<file path="config.mk">
export PLATFORM = sky130hd
export DESIGN_NAME = multicycle_control
export DESIGN_NICKNAME = d
export VERILOG_FILES = /design/src/rtl/multicycle_control.sv
export SDC_FILE = /design/constraint.sdc
export NUM_CORES = 1
export LEC_CHECK = 0
export BUFFER_PORTS_ARGS = -buffer_cell sky130_fd_sc_hd__buf_2
export CAP_MARGIN = 20
export CORE_MARGIN = 2
export CORE_UTILIZATION = 30
export DETAILED_ROUTE_END_ITERATION = 12
export SLEW_MARGIN = 20
export SYNTH_ARGS = -nofsm -noshare
export SYNTH_HDL_FRONTEND = slang
export SYNTH_SLANG_ARGS = --single-unit
</file>
<file path="constraint.sdc">
create_clock -name clk -period 2.43 [get_ports clk]
set_input_delay 0 -clock clk [delete_from_list [all_inputs] [get_ports clk]]
set_output_delay 0 -clock clk [all_outputs]
set_load 0.02 [all_outputs]
</file>
<file path="src/rtl/multicycle_control.sv">
// Main control FSM for the multicycle MIPS datapath: sequences each instruction
// through fetch/decode/execute/memory/writeback and counts retired instructions.
module multicycle_control #(
  parameter int INSTRET_W = 32
) (
  input  logic                 clk,
  input  logic                 rst_n,
  input  logic [5:0]           op,
  output logic                 pcwrite,
  output logic                 pcwritecond,
  output logic                 iord,
  output logic                 memread,
  output logic                 memwrite,
  output logic                 memtoreg,
  output logic                 irwrite,
  output logic                 regwrite,
  output logic                 regdst,
  output logic                 alusrca,
  output logic [1:0]           alusrcb,
  output logic [1:0]           pcsource,
  output logic                 aluop1,
  output logic                 aluop0,
  output logic                 illegal,
  output logic [3:0]           state,
  output logic [INSTRET_W-1:0] instret
);

  typedef enum logic [3:0] {
    S_FETCH  = 4'd0,
    S_DECODE = 4'd1,
    S_MEMADR = 4'd2,
    S_MEMRD  = 4'd3,
    S_MEMWB  = 4'd4,
    S_MEMWR  = 4'd5,
    S_EXEC   = 4'd6,
    S_RTWB   = 4'd7,
    S_BRANCH = 4'd8,
    S_JUMP   = 4'd9,
    S_ADDIEX = 4'd10,
    S_ADDIWB = 4'd11
  } state_t;

  localparam logic [5:0] OP_RTYPE = 6'b000000;
  localparam logic [5:0] OP_LW    = 6'b100011;
  localparam logic [5:0] OP_SW    = 6'b101011;
  localparam logic [5:0] OP_BEQ   = 6'b000100;
  localparam logic [5:0] OP_J     = 6'b000010;
  localparam logic [5:0] OP_ADDI  = 6'b001000;

  state_t     state_reg;
  logic [5:0] op_reg;
  logic       op_known;

  always_comb begin
    op_known = (op == OP_RTYPE) || (op == OP_LW) || (op == OP_SW) ||
               (op == OP_BEQ) || (op == OP_J) || (op == OP_ADDI);
  end

  // Opcode is captured in DECODE so MEMADR can split lw/sw without re-reading op.
  always_ff @(posedge clk or negedge rst_n) begin
    if (!rst_n) begin
      state_reg <= S_FETCH;
      op_reg    <= 6'd0;
      instret   <= '0;
    end else begin
      case (state_reg)
        S_FETCH:  state_reg <= S_DECODE;
        S_DECODE: begin
          op_reg <= op;
          case (op)
            OP_LW, OP_SW: state_reg <= S_MEMADR;
            OP_RTYPE:     state_reg <= S_EXEC;
            OP_BEQ:       state_reg <= S_BRANCH;
            OP_J:         state_reg <= S_JUMP;
            OP_ADDI:      state_reg <= S_ADDIEX;
            default:      state_reg <= S_FETCH;
          endcase
        end
        S_MEMADR: state_reg <= (op_reg == OP_SW) ? S_MEMWR : S_MEMRD;
        S_MEMRD:  state_reg <= S_MEMWB;
        S_EXEC:   state_reg <= S_RTWB;
        S_ADDIEX: state_reg <= S_ADDIWB;
        S_MEMWB, S_MEMWR, S_RTWB, S_BRANCH, S_JUMP, S_ADDIWB: begin
          state_reg <= S_FETCH;
          instret   <= instret + 1'b1;
        end
        default:  state_reg <= S_FETCH;
      endcase
    end
  end

  assign state = state_reg;

  // Moore decode, gated by rst_n so writes drop the moment reset is asserted.
  always_comb begin
    pcwrite     = 1'b0;
    pcwritecond = 1'b0;
    iord        = 1'b0;
    memread     = 1'b0;
    memwrite    = 1'b0;
    memtoreg    = 1'b0;
    irwrite     = 1'b0;
    regwrite    = 1'b0;
    regdst      = 1'b0;
    alusrca     = 1'b0;
    alusrcb     = 2'b00;
    pcsource    = 2'b00;
    aluop1      = 1'b0;
    aluop0      = 1'b0;
    illegal     = 1'b0;
    if (rst_n) begin
      case (state_reg)
        S_FETCH: begin
          memread = 1'b1;
          irwrite = 1'b1;
          pcwrite = 1'b1;
          alusrcb = 2'b01;
        end
        S_DECODE: begin
          alusrcb = 2'b11;
          illegal = !op_known;
        end
        S_MEMADR: begin
          alusrca = 1'b1;
          alusrcb = 2'b10;
        end
        S_MEMRD: begin
          memread = 1'b1;
          iord    = 1'b1;
        end
        S_MEMWB: begin
          regwrite = 1'b1;
          memtoreg = 1'b1;
        end
        S_MEMWR: begin
          memwrite = 1'b1;
          iord     = 1'b1;
        end
        S_EXEC: begin
          alusrca = 1'b1;
          aluop1  = 1'b1;
        end
        S_RTWB: begin
          regwrite = 1'b1;
          regdst   = 1'b1;
        end
        S_BRANCH: begin
          alusrca     = 1'b1;
          aluop0      = 1'b1;
          pcwritecond = 1'b1;
          pcsource    = 2'b01;
        end
        S_JUMP: begin
          pcwrite  = 1'b1;
          pcsource = 2'b10;
        end
        S_ADDIEX: begin
          alusrca = 1'b1;
          alusrcb = 2'b10;
        end
        S_ADDIWB: regwrite = 1'b1;
        default: ;
      endcase
    end
  end

endmodule

</file>
==> reports/metrics.csv <==
metric;value;unit
antenna_left;0;
relSlewSlack;61.1;%
synth_top_flop_cell;dfrtp_1;
worst_hold_slack;0.0156;ns
path_class;reg -> reg;
ctsResizeCount;0;
cts.path.max_buffers;2;
holdPathStages;2;
wl;5.24;mm
final_common_cell;buf_2;
h-tree-depth;2;
numPortBuffers;60;
viasPerCell;4.97;
cp.arrival;2.09;ns
dpl-instance-area;0.00261;mm2
power_density;691;mW/mm2
die_y;90.5;um
cap_viol_max_count;0;
timing.fmax;524;MHz
fin_skew;0.00509;ns
setup_viol;0;
synth_fp_nets;235;
avgRoutedWirePerCell;13.7;um
fp.dieW;90.5;um
syn_inst;226;
ir_worst_vdd;0.000287;V
synth_seq_cells;42;
rsz0062_at_grt;false;
dp_hpwl;3.81;mm
root_buffer;clkbuf_8;
critPathCaptureType;register;
place.gp.congestion;0.843;
antenna_found_initial;0;
cts_tree;yes;
ys_types;37;
dr.pass1.iters;5;
die_area;0.00819;mm2
grtUsageTotal;13.2;%
largest_reg_flops;32;
clk_pin_slew;0.08;ns
required;2.61;ns
fill_cells;763;
grt_max_degree;42;
ys_seq_area_share;46.8;%
finalCritPeriodShare;78.6;%
num_io_pins;61;
ys_async_sr_fraction;100;%
first_global_vias;1865;
grt_overflow;0;
dr.first_iter.drc_count;95;
antenna_cells;0;
reg2reg_depth;5;
final_area;0.00273;mm2
finalCriticalPeriod;1.91;ns
fp-row-count;31;
avgSynthCellArea;9.93;um2
fin_setup_tns;0;ns
p_leak;1.32;nW
status;finished clean;
drive_above_1_share;28.8;%
final_cell_mix;60 x buf_2, 42 x dfrtp_1, 25 x xnor2_1;
yosysWarnings;0;
synth_edf_count;0;
start_kind;register;
core_area;0.00725;mm2
drcViolationCount;0;
cts.sinks;42;
hold_viol_final;0;
initial_utilization;30.9;%
grt_pass1_wl;8.98;mm
fin_nets;293;
insertion_delay;0.29;ns
min_path_type;in -> reg;
area_growth;21.8;%
cts_buffers;5;
worst_pin_slew;0.584;ns
synth_area;0.00224;mm2
num_vias;1907;
cp_max_fo;18;
drv_slew;0;
## routing by layer
metal	vias to the layer above	GRT usage, %	share of wire [%]	routed length (um)
met5	-	0	0	0
met1	941	17.5	48	2540
met3	8	3.67	4.1	215
met4	0	5.13	1.7	87
met2	44	20.5	46	2400
li1	914	-	-	-
## cell usage after synthesis, types with 2 or more instances
master	n	area, um2
dfrtp_1	42	1050
xnor2_1	25	219
nand4_1	19	119
nand2_1	16	60.1
nor2_1	16	60.1
nand3_1	11	55.1
xor2_1	10	87.6
and3_1	8	50.1
buf_2	8	40.0
nor3_1	8	40.0
mux2_2	7	78.8
and4_1	6	52.6
nand2b_1	6	37.5
nor4_1	5	31.3
a21oi_1	4	20.0
inv_1	4	15.0
and2_1	3	18.8
buf_4	3	22.5
clkbuf_1	3	11.3
o21ai_0	3	15.0
nor2b_1	2	12.5
nor3_2	2	20.0
## worst paths after layout
check | startpoint | end | slack [ns]
hold / removal | op[5] | op_reg[5] | 0.02
setup / recovery | state[2] | instret[22] | 0.52
max in group asynchronous | rst_n | instret[25] | 1.59
hold reg to reg | instret[31] | instret[31] | 0.47
min in group asynchronous | rst_n | state[1] | 0.08
setup reg to reg | state[2] | instret[22] | 0.52
## area by class of cell
type | instances | area (um2) | area share, %
sequential | 42 | 1050 | 38.4
multi-input combinational | 165 | 1100 | 40.2
clock buffer | 7 | 86.3 | 3.16
inverter | 4 | 15.0 | 0.549
timing repair buffer | 66 | 353 | 12.9
tap | 99 | 124 | 4.53
clock inverter | 1 | 5.00 | 0.183
## cell families (layout without fill, tap and decap cells)
logic type | after synthesis | after routing | share of synthesized area [%]
AOI/OAI and AO/OA | 12 | 12 | 3.40
xor gates and xnor gates | 35 | 35 | 13.7
adders and majority gates | 2 | 2 | 1.00
buffers and inverters | 19 | 78 | 4.18
DFF | 42 | 42 | 46.8
muxes | 7 | 7 | 3.51
and+or+nand+nor | 109 | 109 | 27.4
## critical path, cell delays in order (launching register included)
cell and delay, ns:
dfrtp_1 0.72, xnor2_1 0.19, nor3_2 0.36, buf_4 0.25
nand4_1 0.12, xnor2_1 0.17
## timing repair
item / 4_1_cts / 5_1_grt
hold buffers: 3 / 0
setup buffers: 0 / 0
endpoints found under the hold margin: 44 / 0
## where the power goes
part | switching (W) | internal [W]
Sequential | 0.000103 | 0.000792
Clock | 0.000227 | 0.000229
Combinational | 0.000309 | 0.000229
## metrics by stage
step	util (%)	total power, W	instances	worst slack (ns)
2_1_floorplan	-	0.00128	226	0.678
5_1_grt	37.7	0.00202	384	0.358
6_report	37.7	0.00189	384	0.521
3_3_place_gp	36.0	0.00144	373	0.573
3_5_place_dp	36.0	0.00145	373	0.546
4_1_cts	37.7	0.00192	384	0.522
(Power assumes the default switching activity.)
